$ cat src/rtl/pixel_scan_ctrl.sv
// Raster-order frame scan controller: issues image memory reads, buffers the
// returned pixels in a 2-entry FIFO and forwards them with sof/eol/eof markers.
module pixel_scan_ctrl #(
  parameter int HEIGHT        = 768,
  parameter int WIDTH         = 512,
  parameter int ADDR_W        = 19,
  parameter int DEF_THRESHOLD = 90
) (
  input  logic              clk,
  input  logic              rst_n,
  input  logic              start,
  input  logic              abort,
  input  logic [7:0]        thr_in,
  output logic              mem_rd_en,
  output logic [ADDR_W-1:0] mem_addr,
  input  logic [7:0]        mem_r,
  input  logic [7:0]        mem_g,
  input  logic [7:0]        mem_b,
  output logic              pix_valid,
  input  logic              pix_ready,
  output logic [7:0]        pix_r,
  output logic [7:0]        pix_g,
  output logic [7:0]        pix_b,
  output logic              pix_sof,
  output logic              pix_eol,
  output logic              pix_eof,
  output logic [7:0]        thr_cfg,
  output logic              busy,
  output logic              done,
  output logic [1:0]        dbg_state
);

  // Handshake: a pixel transfers on every rising edge where pix_valid and
  // pix_ready are both high; pix_valid never drops and the pixel never changes
  // until that transfer happens (only abort or reset withdraw it).

  localparam int ROW_W = (HEIGHT > 1) ? $clog2(HEIGHT) : 1;
  localparam int COL_W = (WIDTH > 1) ? $clog2(WIDTH) : 1;

  typedef enum logic [1:0] {S_IDLE, S_RUN, S_DRAIN, S_DONE} state_t;

  state_t            state_q, state_d;
  logic [ROW_W-1:0]  row_q, row_d;
  logic [COL_W-1:0]  col_q, col_d;
  logic [ADDR_W-1:0] addr_q, addr_d;
  logic [7:0]        thr_q, thr_d;
  logic              inflight_q, inflight_d;
  logic [2:0]        mk_q, mk_d;
  logic [1:0]        cnt_q, cnt_d;
  logic              wp_q, wp_d;
  logic              rp_q, rp_d;
  logic [26:0]       fifo_q [2];
  logic [26:0]       fifo_d [2];

  logic       pop, push, kill, rd_en, last_col, last_pix;
  logic [2:0] occ;
  logic [26:0] head;

  always_comb begin
    state_d    = state_q;
    row_d      = row_q;
    col_d      = col_q;
    addr_d     = addr_q;
    thr_d      = thr_q;
    fifo_d     = fifo_q;
    wp_d       = wp_q;
    rp_d       = rp_q;
    cnt_d      = cnt_q;

    last_col = (col_q == COL_W'(WIDTH - 1));
    last_pix = last_col && (row_q == ROW_W'(HEIGHT - 1));
    kill     = ((state_q == S_RUN) || (state_q == S_DRAIN)) && abort;
    pop      = (cnt_q != 2'd0) && pix_ready;
    push     = inflight_q && !kill;
    // Slots already claimed by buffered pixels and the read in flight; a pop
    // this cycle hands its slot straight to the next read.
    occ      = {1'b0, cnt_q} + {2'b00, inflight_q} - {2'b00, pop};
    rd_en    = (state_q == S_RUN) && !abort && (occ < 3'd2);

    inflight_d = rd_en;
    mk_d       = {(row_q == '0) && (col_q == '0), last_col, last_pix};

    if (kill) begin
      cnt_d = 2'd0;
      wp_d  = 1'b0;
      rp_d  = 1'b0;
    end else begin
      if (push) begin
        fifo_d[wp_q] = {mem_r, mem_g, mem_b, mk_q};
        wp_d         = ~wp_q;
      end
      if (pop) rp_d = ~rp_q;
      cnt_d = cnt_q + {1'b0, push} - {1'b0, pop};
    end

    if (rd_en) begin
      addr_d = addr_q + 1'b1;
      if (last_pix) begin
        row_d  = '0;
        col_d  = '0;
        addr_d = '0;
      end else if (last_col) begin
        col_d = '0;
        row_d = row_q + 1'b1;
      end else begin
        col_d = col_q + 1'b1;
      end
    end

    case (state_q)
      S_IDLE: begin
        if (start) begin
          state_d = S_RUN;
          thr_d   = thr_in;
          row_d   = '0;
          col_d   = '0;
          addr_d  = '0;
        end
      end
      S_RUN: begin
        if (abort) state_d = S_DONE;
        else if (rd_en && last_pix) state_d = S_DRAIN;
      end
      S_DRAIN: begin
        if (abort || (cnt_d == 2'd0)) state_d = S_DONE;
      end
      default: state_d = S_IDLE;
    endcase
  end

  always_ff @(posedge clk or negedge rst_n) begin
    if (!rst_n) begin
      state_q    <= S_IDLE;
      row_q      <= '0;
      col_q      <= '0;
      addr_q     <= '0;
      thr_q      <= 8'(DEF_THRESHOLD);
      inflight_q <= 1'b0;
      mk_q       <= 3'b000;
      cnt_q      <= 2'd0;
      wp_q       <= 1'b0;
      rp_q       <= 1'b0;
      fifo_q[0]  <= '0;
      fifo_q[1]  <= '0;
    end else begin
      state_q    <= state_d;
      row_q      <= row_d;
      col_q      <= col_d;
      addr_q     <= addr_d;
      thr_q      <= thr_d;
      inflight_q <= inflight_d;
      mk_q       <= mk_d;
      cnt_q      <= cnt_d;
      wp_q       <= wp_d;
      rp_q       <= rp_d;
      fifo_q[0]  <= fifo_d[0];
      fifo_q[1]  <= fifo_d[1];
    end
  end

  assign head      = pix_valid ? fifo_q[rp_q] : '0;
  assign pix_valid = (cnt_q != 2'd0);
  assign pix_r     = head[26:19];
  assign pix_g     = head[18:11];
  assign pix_b     = head[10:3];
  assign pix_sof   = head[2];
  assign pix_eol   = head[1];
  assign pix_eof   = head[0];
  assign mem_rd_en = rd_en;
  assign mem_addr  = addr_q;
  assign thr_cfg   = thr_q;
  assign busy      = (state_q == S_RUN) || (state_q == S_DRAIN);
  assign done      = (state_q == S_DONE);
  assign dbg_state = state_q;

endmodule

$ cat config.mk
export PLATFORM = sky130hd
export DESIGN_NAME = pixel_scan_ctrl
export DESIGN_NICKNAME = d
export VERILOG_FILES = /design/src/rtl/pixel_scan_ctrl.sv
export SDC_FILE = /design/constraint.sdc
export NUM_CORES = 1
export LEC_CHECK = 0
export CAP_MARGIN = 0
export CORE_UTILIZATION = 29
export CTS_CLUSTER_DIAMETER = 60
export CTS_CLUSTER_SIZE = 12
export DETAILED_ROUTE_END_ITERATION = 8
export MAX_ROUTING_LAYER = met4
export SETUP_SLACK_MARGIN = 0.3
export SLEW_MARGIN = 20
export SYNTH_ARGS = -nofsm -noshare
export SYNTH_HDL_FRONTEND = slang
export SYNTH_SLANG_ARGS = --single-unit
export TNS_END_PERCENT = 100
$ cat constraint.sdc
create_clock -name clk -period 2.7 [get_ports clk]
set_input_delay 0.27 -clock clk [delete_from_list [all_inputs] [get_ports clk]]
set_output_delay 0.27 -clock clk [all_outputs]
set_load 0.01 [all_outputs]
# Word level (Yosys, flattened, before mapping)
# Index checks and enable logic that the tools add are counted.
# word_totals
inputBits	37
elab_cells	90
mem_bits_ro	0
latchBits	0
ramBits	0
regBits	110
memories	0
output_inout_bits	60
# op_classes
mux	31
n_bitwise	5
addsub	7
n_div	0
shift	0
n_reduce_logical	23
magnitude_cmp	4
n_eq_ne	8
n_mul	0
# ops
op	count
27-bit two-way mux	5
19-bit two-way mux	4
54-bit bitwise mux	1
10-bit two-way mux	5
9-bit two-way mux	5
27-bit demux with 1-bit select	1
19-bit by 1-bit adder with 19-bit output (second input constant)	1
10-bit by 1-bit adder with 10-bit output (second input constant)	1
10-bit == test (second input constant)	1
10-bit zero test	1
2-bit two-way mux	5
9-bit by 1-bit adder with 9-bit output (second input constant)	1
9-bit == test (second input constant)	1
1-bit logical AND	9
9-bit zero test	1
2-bit one-hot mux with 3 select lines	1
2-bit nonzero test	3
2-bit == test (second input constant)	2
2-bit greater-or-equal comparator (second input constant)	2
2-bit zero test	2
1-bit two-way mux	4
1-bit inverter with 2-bit output	2
2-bit AND reduction	2
2-bit by 1-bit adder with 3-bit output	1
other kinds (13)	17

# Logic depth before layout (Yosys ltp)
# Gate-level depths: netlist of run 1.
# depth
word_depth	12
mapped_depth	11
ltp_nobuf	11

# Worst setup path before layout of run 1
# No wires, ideal clock.
# synth_timing
path_type	register to register
start	reg cnt_q[1]
end	reg addr_q[17], in the netlist mem_addr[17]
required_time_ns	2.627
stages_incl_launch_ff	10
slack_ns	-0.002
t_arrival_ns	2.629
setup_ns	0.073
period_less_slack_ns	2.702
cell_sequence	dfrtp_1 -> nand2_1 -> nor2_1 -> o21ai_0 -> fa_1 -> xor2_1 -> or3_4 -> buf_6 -> or4_4 -> a21oi_2
# synth_between
elab_chain_len	8
elab_cells_between_ends	9
cone_classes	add/sub: 2; order compare: 1; mux: 3; reduce/logical: 3
# synth_lines
element	line_no	source
start, declared	49	logic [1:0] cnt_q, cnt_d;
start signal, assigned	153	cnt_q <= cnt_d;
parallel branches: the longest is 2 deep, another holds 2-bit by 1-bit adder with 3-bit output	-	
3-bit by 1-bit subtractor with 3-bit output *	77	occ = {1'b0, cnt_q} + {2'b00, inflight_q} - {2'b00, pop};
3-bit by 2-bit less-than comparator with 1-bit output *	78	rd_en = (state_q == S_RUN) && !abort && (occ < 3'd2);
1-bit logical AND *	78	
19-bit two-way mux *	96	if (rd_en) begin
19-bit two-way mux	112	if (start) begin
19-bit two-way mux *	110	case (state_q)
named net addr_d[17]	45	logic [ADDR_W-1:0] addr_q, addr_d;
end signal, assigned	149	addr_q <= addr_d;
end, declared	45	
# Mark *: on every way through the listed nets, which the timed path passes.
# A chain may end at the register's enable or synchronous reset.

# Worst setup path after layout of run 1
# layout_timing
start	reg cnt_q[1]
end	reg row_q[7]
# layout_between
elab_chain_len	8
elab_cells_between_ends	9
cone_classes	add/sub: 2; order compare: 1; mux: 3; reduce/logical: 3
# layout_lines
element	line_no	source
parallel branches: the longest is 2 deep, another holds 2-bit by 1-bit adder with 3-bit output	-	
3-bit by 1-bit subtractor with 3-bit output *	77	
3-bit by 2-bit less-than comparator with 1-bit output *	78	
1-bit logical AND *	78	
10-bit two-way mux *	96	
10-bit two-way mux	112	
10-bit two-way mux *	110	
named net row_d[7]	43	logic [ROW_W-1:0] row_q, row_d;
end signal, assigned	147	row_q <= row_d;
end, declared	43	
# Marked as above.

==> metrics.md, run 1 <==
| Metric | Value |
|---|---|
| Detailed placement HPWL | `8215 µm` |
| Syn nets | `519` |
| Via count of the first global-routing pass | `about 4100` |
| Critical path class | `flop to flop` |
| FF+latch count, synth | `110` |
| Top cells by area, synth | `dfrtp_1, mux2_2, mux2i_1, nor2_1, ha_1` |
| Final nets | `~650` |
| DRT Pass-1 Iters | `4` |
| Post-synth ARST share | `between 90% and 100%` |
| Yosys top cell area share | `49.52%` |
| CP max FO | `4` |
| Run status | `finished, violations left` |
| Critical Path Sink | `row_q[7]$_DFF_PN0_` |
| Placer Congestion | `0.8097` |
| Site row count | `just under 50` |
| Worst path top cell family by delay | `simple AND/OR/NAND/NOR gates` |
| Critical R2R Capture | `row_q[7]$_DFF_PN0_` |
| H-tree levels | `3` |
| Worst Path Arrival | `~2.7 ns` |
| Crit. Startpoint | `cnt_q[1]$_DFF_PN0_` |
| Total power | `around 6.6 mW` |
| Max-slew violations | `0` |
| R2R depth | `8` |
| Reg clk slew, reported paths | `0.07 ns` |
| Initial drt markers | `about 190` |
| Overall global routing resource usage | `between 10% and 20%` |
| Power Dens Cells | `907.8 nW/µm²` |
| Placeable core region | `~18000 µm²` |
| Violations in the final reports | `hold timing` |
| Met3 routed WL | `about 540 µm` |
| Final std cells w/o fill | `832` |
| Root buf cell | `clkbuf_16` |
| Placed cells | `around 800` |
| Yosys top cell by area | `dfrtp_1` |
| Number of enable flip-flop cells after synthesis | `0` |
| Port buffer count | `96` |
| Hold_ws | `-0.001017 ns` |
| Final ANT Viol Nets | `0` |
| Drt via density | `roughly 4.8` |
| DRC Markers | `0` |
| CTS buffer count | `9` |
| Inserted Diodes | `0` |
| WL/cell | `~15 µm` |
| Initial Util | `between 20 and 30%` |
| Synth unique cells | `43` |
| CP endpoint kind | `flop` |
| Post-synth top cells | `dfrtp_1, mux2_2, nor2_1, mux2i_1` |
| Post-Route WL | `about 12000 µm` |
| Setup Skew | `between 0.006 and 0.007 ns` |
| Sequential fraction of the synthesis area | `between 50% and 60%` |
| Wire length on met1 | `around 5500 µm` |
| Crit start category | `flop` |
| Worst min path class | `primary input to asynchronous set/reset pin` |
| Antenna violations before repair | `0` |
| Rel. slew slack | `48.28%` |
| Die H | `137.9 µm` |
| Die Footprint | `19020 µm²` |
| I/O pins | `97` |
| Crit path depth | `8` |
| RR Startpoint | `cnt_q[1]$_DFF_PN0_` |
| Largest net degree at the start of global routing | `58` |
| Crit-path max cell delay | `roughly 0.57 ns` |
| Final setup fails | `0` |
| RSZ-0062 raised after global routing | `yes` |
| Peak VDD IR | `roughly 0.00043 V` |
| Top-count cell post-synth | `dfrtp_1` |
| Main synth FF type | `dfrtp_1` |
| LEAKAGE | `3.160 nW` |
| FMAX | `a little over 400 MHz` |
| Max cap viols | `0` |
| Hold buffer count at CTS | `0` |
| TritonCTS clock tree | `done` |
| Crit-path cells | `nand2_2 > nor2_2 > buf_4 > fa_2 > and3b_2 > nand4_1 > or4_1 > a21oi_1` |
| Worst Path Required | `around 3 ns` |
| Die width | `around 140 µm` |
| Skew-Pair Late Insertion Delay | `approximately 0.35 ns` |
| Gate Count Post-Synth | `between 400 and 500` |
| First-pass GRT wire length | `just over 20000 µm` |
| CP max stage cell | `fa_2` |
| Final Hold Vio Count | `1` |
| Tmin final | `about 2.4 ns` |
| Met2 routed WL | `around 6300 µm` |
| CTS Buffer Depth | `2` |
| Synth warn | `0` |
| Area growth syn-to-layout | `36.07%` |
| Highest routed layer | `met4` |
| Tightest Pin Transition | `0.7759 ns` |
| CTS sink count | `110` |
| Mean Syn Cell Area | `around 11 µm²` |
| Worst Path Buf+Inv | `1` |
| Mapped Area | `5356 µm²` |
| Via count | `between 4000 and 5000` |
| Worst reg2reg setup slack | `0.29 ns` |
| Global route overflow | `0` |
| Share of cells above drive strength 1 | `a little over a quarter` |
| Final period utilization | `89.15%` |
-- how the worst min path moves through the flow --
stage,to,depth (start not counted),start
3_3_place_gp,mem_addr[8]$_DFF_PN0_,1,rst_n
4_1_cts,mem_addr[6]$_DFF_PN0_,1,rst_n
6_report,mem_addr[6]$_DFF_PN0_,1,rst_n
3_5_place_dp,mem_addr[6]$_DFF_PN0_,1,rst_n
2_1_floorplan,cnt_q[0]$_DFF_PN0_,0,rst_n
5_1_grt,mem_addr[6]$_DFF_PN0_,1,rst_n
-- state kept, by name, summed over array words and instances (netlist names) --
register,cells
col_q,9
mk_q,3
row_q,10
rp_q,1
fifo_q,54
dbg_state,2
wp_q,1
mem_addr,19
cnt_q,2
inflight_q,1
thr_cfg,8
-- cell usage in the layout (no fill, tap or decap), drive strengths merged, types with 2 or more instances in the layout --
master / synthesis / layout
xor2: 9 / 9
mux2i: 28 / 28
and2: 3 / 3
or3: 10 / 10
dfstp: 4 / 4
a21oi: 25 / 25
and4: 2 / 2
inv: 13 / 14
nand2: 24 / 24
nor2b: 3 / 3
o31ai: 11 / 11
nor3: 2 / 2
and3b: 2 / 2
xnor2: 11 / 11
clkbuf: 8 / 11
dfrtp: 106 / 106
nor2: 48 / 48
clkinv: 1 / 2
nand3b: 2 / 2
nor4: 6 / 6
clkinvlp: 0 / 2
nand3: 15 / 15
o211ai: 4 / 4
mux2: 62 / 62
or4: 12 / 12
ha: 13 / 13
nand4: 12 / 12
buf: 10 / 43
o21ai: 9 / 9
and3: 6 / 6
clkdlybuf4s50: 0 / 93
-- power by group --
part	internal (mW)	total, mW	switching (mW)
Sequential	2.11	2.34	0.231
Clock	0.745	1.34	0.593
Combinational	1.62	2.94	1.32
-- final cells by class --
| type | instances | area [µm²] |
|---|---|---|
| fillers | 1724 | 10740 |
| well taps | 229 | 286.5 |
| repair buffers | 137 | 1311 |
| clock inverters | 5 | 58.81 |
| multi-input cells | 326 | 2574 |
| flip-flops and latches | 110 | 2763 |
| inverters | 14 | 52.55 |
| clock buffers | 11 | 242.7 |
-- what timing repair did --
item | 4_1_cts | 5_1_grt
setup buffers | 9 | 9
gates resized for setup | 15 | 15
pin swaps | 6 | 4
hold endpoints to repair | 0 | 0
endpoints found under the setup margin | 14 | 33
-- per-layer routing --
layer	vias up	global-route usage, %
met5	-	-
met4	0	3.804
met3	15	3.765
met2	87	24.03
met1	1994	16.71
li1	1925	-
-- kinds of logic after synthesis --
logic type,synth area share [%]
AOI/OAI and AO/OA,5.793
xor gates and xnor gates,3.831
adders and majority gates,3.411
buffers and inverters,2.569
DFF,51.48
muxes,18.27
and+or+nand+nor,14.65
-- through the flow --
step / cell area [µm²] / setup TNS [ns] / hold slack, ns / utilization (%) / setup WS (ns)
final: 7288 / 0 / -0.001017 / 40.43 / 0.2930
after global routing: 7288 / 0 / 0.05187 / 40.43 / 0.1795
after CTS: 7164 / 0 / 0.01967 / 39.75 / 0.2809
after detailed placement: 6761 / -2.210 / 0.4072 / 37.51 / -0.1755
after global placement: 6761 / -0.9684 / 0.3907 / 37.51 / -0.1558
after floorplan: 5399 / 0 / -0.02559 / - / 0.1497
-- worst register-to-register path, stage by stage, from the launching register on --
cell	delay [ns]
dfrtp_2	0.41
nand2_2	0.06
nor2_2	0.04
buf_4	0.13
fa_2	0.57
and3b_2	0.24
nand4_1	0.21
or4_1	0.53
a21oi_1	0.15
No activity file was read; power rests on OpenSTA's default activity.
==> run 2, diff against run 1 <==
- PLACE_DENSITY: not set -> 0.55
==> run 2 against run 1 <==
  * The flow now finishes without violations
  * Clock power down 4%
  * Cell count is 0.24% lower
  * Combinational power hardly changed
  * Non-clock buffer count decreased by 2
  * First-iteration DRC count fell by 12%
  * Final area unchanged
  * Fmax shrank 0.72%
  * Setup slack worse by 0.018 ns
  * Critical path depth decreased by 1
  * Global-route usage is 0.077 points higher
  * Highest routed layer unchanged
==> metrics.md, run 2 (synthesized netlist as in run 1, its figures left out) <==
| Metric | Value |
|---|---|
| CP max stage cell | `fa_2 (unchanged)` |
| Final Hold Vio Count | `0 (was 1)` |
| Max-slew violations | `0 (unchanged)` |
| LEAKAGE | `3.152 nW (was 3.160 nW)` |
| Drt via density | `4.892 (was 4.833)` |
| Post-Route WL | `12710 µm (was 12460 µm)` |
| Most frequent cells in the layout | `dfrtp_1, clkdlybuf4s50_1, mux2_2 (unchanged)` |
| Worst Path Buf+Inv | `0 (was 1)` |
| Crit start category | `flop (unchanged)` |
| Worst Path Arrival | `2.71 ns (was 2.68 ns)` |
| Area growth syn-to-layout | `36.07% (unchanged)` |
| Setup Skew | `0.005208 ns (was 0.006020 ns)` |
| WL/cell | `15.31 µm (was 14.98 µm)` |
| Crit-path cells | `nor2_4 > o21ai_2 > fa_2 > nand3b_4 > or3_4 > or4_1 > a21oi_2 (was nand2_2 > nor2_2 > buf_4 > fa_2 > and3b_2 > nand4_1 > or4_1 > a21oi_1)` |
| R2R depth | `7 (was 8)` |
| RSZ-0062 raised after global routing | `yes (unchanged)` |
| DRT Pass-1 Iters | `4 (unchanged)` |
| CTS buffer count | `9 (unchanged)` |
| Final period utilization | `89.80% (was 89.15%)` |
| CP endpoint kind | `flop (unchanged)` |
| Power Dens Cells | `900.9 nW/µm² (was 907.8 nW/µm²)` |
| Port buffer count | `96 (unchanged)` |
| Rel. slew slack | `58.64% (was 48.28%)` |
| Initial Util | `29.72% (unchanged)` |
| Antenna violations before repair | `0 (unchanged)` |
| Skew-Pair Late Insertion Delay | `0.35 ns (about the same)` |
| TritonCTS clock tree | `done (unchanged)` |
| Crit path depth | `7 (was 8)` |
| Site row count | `49 (unchanged)` |
| Final ANT Viol Nets | `0 (unchanged)` |
| Fill count | `1749 (was 1724)` |
| Initial drt markers | `168 (was 191)` |
| CTS sink count | `110 (unchanged)` |
| Via count | `4060 (was 4021)` |
| Setup WS post-layout | `0.2755 ns (was 0.2930 ns)` |
| Die Footprint | `19020 µm² (unchanged)` |
| Detailed placement HPWL | `8553 µm (was 8215 µm)` |
| Max cap viols | `0 (unchanged)` |
| Commonest non-fill, non-tap cell in the layout | `dfrtp_1 (unchanged)` |
| I/O pins | `97 (unchanged)` |
| Worst path top cell family by delay | `simple AND/OR/NAND/NOR gates (unchanged)` |
| Placeable core region | `18020 µm² (unchanged)` |
| Instance area at placement | `6748 µm² (was 6761 µm²)` |
| Root buf cell | `clkbuf_16 (unchanged)` |
| Reg clk slew, reported paths | `0.07 ns (about the same)` |
| Largest net degree at the start of global routing | `74 (was 58)` |
| First-pass GRT wire length | `20480 µm (was 20330 µm)` |
| Top reg by flops | `fifo_q (unchanged)` |
| Inserted Diodes | `0 (unchanged)` |
| RR Startpoint | `cnt_q[0]$_DFF_PN0_ (was cnt_q[1]$_DFF_PN0_)` |
| Placer Congestion | `0.7988 (was 0.8097)` |
| CP max FO | `7 (was 4)` |
| Via count of the first global-routing pass | `4145 (was 4067)` |
| Pre-CTS setup slack | `-0.1755 ns (about the same)` |
| Worst min path class | `primary input to asynchronous set/reset pin (unchanged)` |
| H-tree levels | `3 (unchanged)` |
| DRC Markers | `0 (unchanged)` |
| CTS Buffer Depth | `2 (unchanged)` |
| Max FFs per register | `54 (unchanged)` |
| Run status | `finished, final reports clean (was finished, violations left)` |
| Multi-input logic area | `2604 µm² (was 2574 µm²)` |
| Worst Path Required | `2.98 ns (was 2.97 ns)` |
| Hold_ws | `0.4348 ns (was -0.001017 ns)` |
| Util after Layout | `40.43% (unchanged)` |
| Register area | `2763 µm² (unchanged)` |
| Final nets | `647 (was 649)` |
| Critical R2R Capture | `mem_addr[11]$_DFF_PN0_ (was row_q[7]$_DFF_PN0_)` |
| Crit-path max cell delay | `0.59 ns (was 0.57 ns)` |
| Final setup fails | `0 (unchanged)` |
| Tightest Pin Transition | `0.6185 ns (was 0.7759 ns)` |
| FMAX | `412.5 MHz (was 415.5 MHz)` |
| Critical path class | `flop to flop (unchanged)` |
| Share of cells above drive strength 1 | `27.12% (was 27.20%)` |
| Peak VDD IR | `0.0004970 V (was 0.0004345 V)` |
| Worst reg2reg setup slack | `0.28 ns (was 0.29 ns)` |
| Die width | `137.9 µm (unchanged)` |
| Die H | `137.9 µm (unchanged)` |
| Design Area, Final | `7288 µm² (unchanged)` |
| Tmin final | `2.425 ns (was 2.407 ns)` |
| Global route overflow | `0 (unchanged)` |
| Overall global routing resource usage | `14.31% (was 14.24%)` |
==> run 2: what timing repair did <==
action                                  CTS  global route
resized for setup                        10            26
hold endpoints to repair                 33             0
hold buffers                              1             0
buffers inserted                          8             7
endpoints found under the setup margin   15            48
pin swaps                                 6            11
==> run 2: how the worst max path moves through the flow <==
stage / start / end / slack [ns]
after detailed placement: pix_ready / mem_addr[15]$_DFF_PN0_ / -0.18
after CTS: cnt_q[0]$_DFF_PN0_ / mem_addr[15]$_DFF_PN0_ / 0.23
after floorplan: cnt_q[1]$_DFF_PN0_ / mem_addr[17]$_DFF_PN0_ / 0.15
final: cnt_q[0]$_DFF_PN0_ / mem_addr[11]$_DFF_PN0_ / 0.28
after global placement: pix_ready / mem_rd_en / -0.15
after global routing: cnt_q[0]$_DFF_PN0_ / mem_addr[12]$_DFF_PN0_ / 0.18
==> run 2: area by class of cell <==
class,count,share of cell area (%)
Inverter,14,0.7210
Clock inverter,6,0.7382
Clock buffer,10,3.279
Tap cell,229,3.931
Timing Repair Buffer,135,17.70
Sequential cell,110,37.91
Multi-Input combinational cell,326,35.73
==> run 2: metal layers <==
metal	GRT usage [%]	up-vias	share of wire (%)
met4	3.865	0	0.79
met1	17.93	2022	46
li1	-	1927	-
met5	-	-	0
met3	3.326	10	4.8
met2	23.14	101	48
==> run 2: through the flow <==
stage	std cells	TNS, ns	power, mW
after detailed placement	798	-2.328	5.085
after global routing	830	0	7.042
final	830	0	6.566
after global placement	798	-1.262	4.996
after floorplan	468	0	3.883
after CTS	823	0	6.497
==> run 2: worst register-to-register path: cells and delay by family (launching register included) <==
kind	cells	cell delay, ns
and+or+nand+nor	4	1.13
AOI/OAI and AO/OA	2	0.20
adders and majority gates	1	0.59
DFF	1	0.44
==> run 2: where the power goes <==
group          internal [mW]  leakage (nW)  switching [mW]  total (mW)
logic                   1.60          1.56            1.33        2.93
registers               2.10          1.45           0.236        2.34
clock network          0.666         0.141           0.627        1.29
==> run 3, diff against run 2 <==
- CORE_MARGIN: not set -> 5
==> run 3 against run 2 <==
  * Critical path depth up 1
  * Clock power barely moved
  * Register-to-register slack is essentially flat
  * Sequential share of layout area grew 0.065 points
  * Final area shrank 0.17%
  * Die area increased by 12%
==> metrics.md, run 3 (synthesized netlist as in run 1, its figures left out) <==
| Metric | Value |
|---|---|
| Final setup fails | `0 (unchanged)` |
| TritonCTS clock tree | `done (unchanged)` |
| Placer Congestion | `0.7613 (was 0.7988)` |
| WL/cell | `15.75 µm (was 15.31 µm)` |
| Reg clk slew, reported paths | `0.08 ns (was 0.07 ns)` |
| Sw Ratio | `33.74% (was 33.48%)` |
| CTS sink count | `110 (unchanged)` |
| Worst Path Required | `2.98 ns (about the same)` |
| CP endpoint kind | `flop (unchanged)` |
| Worst min path class | `primary input to flop (was primary input to asynchronous set/reset pin)` |
| RSZ-0062 raised after global routing | `yes (unchanged)` |
| Run status | `finished, final reports clean (unchanged)` |
| Port buffer count | `96 (unchanged)` |
| Initial Util | `29.62% (was 29.72%)` |
| Final ANT Viol Nets | `0 (unchanged)` |
| Critical path class | `flop to flop (unchanged)` |
| Setup Skew | `0.008436 ns (was 0.005208 ns)` |
| CTS Buffer Depth | `2 (unchanged)` |
| Peak VDD IR | `0.0003595 V (was 0.0004970 V)` |
| Detailed placement HPWL | `8827 µm (was 8553 µm)` |
| Placed cells | `797 (was 798)` |
| Final nets | `651 (was 647)` |
| DRC Markers | `0 (unchanged)` |
| Total power | `6.595 mW (was 6.566 mW)` |
| Placeable core region | `18090 µm² (was 18020 µm²)` |
| CTS buffer count | `9 (unchanged)` |
| Util after Layout | `40.23% (was 40.43%)` |
| Share of cells above drive strength 1 | `25.95% (was 27.12%)` |
| Tmin final | `2.416 ns (was 2.425 ns)` |
| Global route overflow | `0 (unchanged)` |
| Site row count | `49 (unchanged)` |
| Antenna violations before repair | `0 (unchanged)` |
| Post-Route WL | `13140 µm (was 12710 µm)` |
| LEAKAGE | `3.171 nW (was 3.152 nW)` |
| Power Dens Cells | `906.4 nW/µm² (was 900.9 nW/µm²)` |
| DRT Pass-1 Iters | `4 (unchanged)` |
| FMAX | `413.9 MHz (was 412.5 MHz)` |
| Pint | `4.370 mW (was 4.368 mW)` |
| Overall global routing resource usage | `12.87% (was 14.31%)` |
| H-tree levels | `3 (unchanged)` |
| Max FFs per register | `54 (unchanged)` |
| Pre-CTS setup slack | `-0.2063 ns (was -0.1755 ns)` |
| Max cap viols | `0 (unchanged)` |
| Setup TNS | `0 ns (unchanged)` |
| Sequential Power Share | `35.5% (was 35.6%)` |
| Setup WS post-layout | `0.2837 ns (was 0.2755 ns)` |
| Initial drt markers | `183 (was 168)` |
| Die Footprint | `21290 µm² (was 19020 µm²)` |
| Final period utilization | `89.49% (was 89.80%)` |
| Worst reg2reg setup slack | `0.28 ns (about the same)` |
| Net Switching | `2.225 mW (was 2.198 mW)` |
| First-pass GRT wire length | `21970 µm (was 20480 µm)` |
| I/O pins | `97 (unchanged)` |
| Final Hold Vio Count | `0 (unchanged)` |
| Design Area, Final | `7276 µm² (was 7288 µm²)` |
| Clock network power share | `20.0% (was 19.7%)` |
| Skew-Pair Late Insertion Delay | `0.35 ns (about the same)` |
| Commonest non-fill, non-tap cell in the layout | `dfrtp_1 (unchanged)` |
| Instance area at placement | `6740 µm² (was 6748 µm²)` |
| Inserted Diodes | `0 (unchanged)` |
| Worst Path Arrival | `2.70 ns (was 2.71 ns)` |
| Area growth syn-to-layout | `35.83% (was 36.07%)` |
| Final std cells w/o fill | `834 (was 830)` |
| Combinational power share | `44.6% (about the same)` |
| Drt via density | `4.835 (was 4.892)` |
| Crit start category | `flop (unchanged)` |
| Die H | `145.9 µm (was 137.9 µm)` |
| Largest net degree at the start of global routing | `65 (was 74)` |
| Rel. slew slack | `54.60% (was 58.64%)` |
| Top reg by flops | `fifo_q (unchanged)` |
| Via count of the first global-routing pass | `4302 (was 4145)` |
| Most frequent cells in the layout | `dfrtp_1, clkdlybuf4s50_1, mux2_2 (unchanged)` |
| CP max FO | `8 (was 7)` |
| Via count | `4032 (was 4060)` |
| Hold_ws | `0.4422 ns (was 0.4348 ns)` |
| Max-slew violations | `0 (unchanged)` |
| Root buf cell | `clkbuf_16 (unchanged)` |
| Die width | `145.9 µm (was 137.9 µm)` |
| Tightest Pin Transition | `0.6790 ns (was 0.6185 ns)` |
-- run 3: changes by cell type in the layout (fill, tap and decap cells not counted), moves of 2 or more --
cell / change
buf_6: -2
inv_1: +2
inv_2: -3
buf_4: +4
ha_4: -2
clkinv_4: -2
inv_6: +3
-- run 3: final timing paths --
kind                                        startpoint                      to  cells after the start
worst max-delay path                cnt_q[1]$_DFF_PN0_  mem_addr[11]$_DFF_PN0_                      8
worst min-delay path                         pix_ready        rp_q$_DFFE_PN0P_                      4
worst max register to register      cnt_q[1]$_DFF_PN0_  mem_addr[11]$_DFF_PN0_                      8
worst min register to register  thr_cfg[0]$_DFFE_PN0P_  thr_cfg[0]$_DFFE_PN0P_                      1
max in group asynchronous                        rst_n  mem_addr[17]$_DFF_PN0_                      3
min in group asynchronous                        rst_n  fifo_q[38]$_DFFE_PN0P_                      2
-- run 3: critical path, cell delays in order (launching register included) --
cell and delay (ns):
dfrtp_2 0.37, nand2_2 0.05, nor2_2 0.13, o21ai_2 0.07
fa_2 0.59, nand3b_4 0.10, or3_4 0.39, or4_4 0.50
a21oi_2 0.14
-- run 3: layout make-up --
class | count | area [µm²]
Sequential cell | 110 | 2763
Inverter | 14 | 52.55
Fill cell | 1727 | 10810
Clock buffer | 9 | 225.2
Multi-Input combinational cell | 326 | 2552
Timing Repair Buffer | 139 | 1331
Clock inverter | 7 | 65.06
Tap cell | 229 | 286.5
-- run 3: power groups by stage --
stage               Sequential (mW)  Clock, mW  Combinational, mW
floorplan                      2.38          0               1.50
global placement               2.39          0               2.63
detailed placement             2.42          0               2.67
CTS                            2.36       1.38               2.77
global route                   2.40       1.44               3.20
finish                         2.34       1.32               2.94
-- run 3: timing repair --
action,CTS,global route
gates resized for setup,10,11
setup buffers,7,11
pin swaps,5,4
cloned,0,2
hold buffers,1,0
endpoints found under the setup margin,33,44
endpoints found under the hold margin,42,0
-- run 3: metal layers --
metal | global-route usage (%) | wire length, µm | vias to the layer above
li1 | - | - | 1932
met1 | 16.22 | 6220 | 2003
met2 | 20.96 | 6246 | 90
met3 | 3.488 | 558 | 7
met4 | 2.564 | 111 | 0
met5 | - | 0 | -
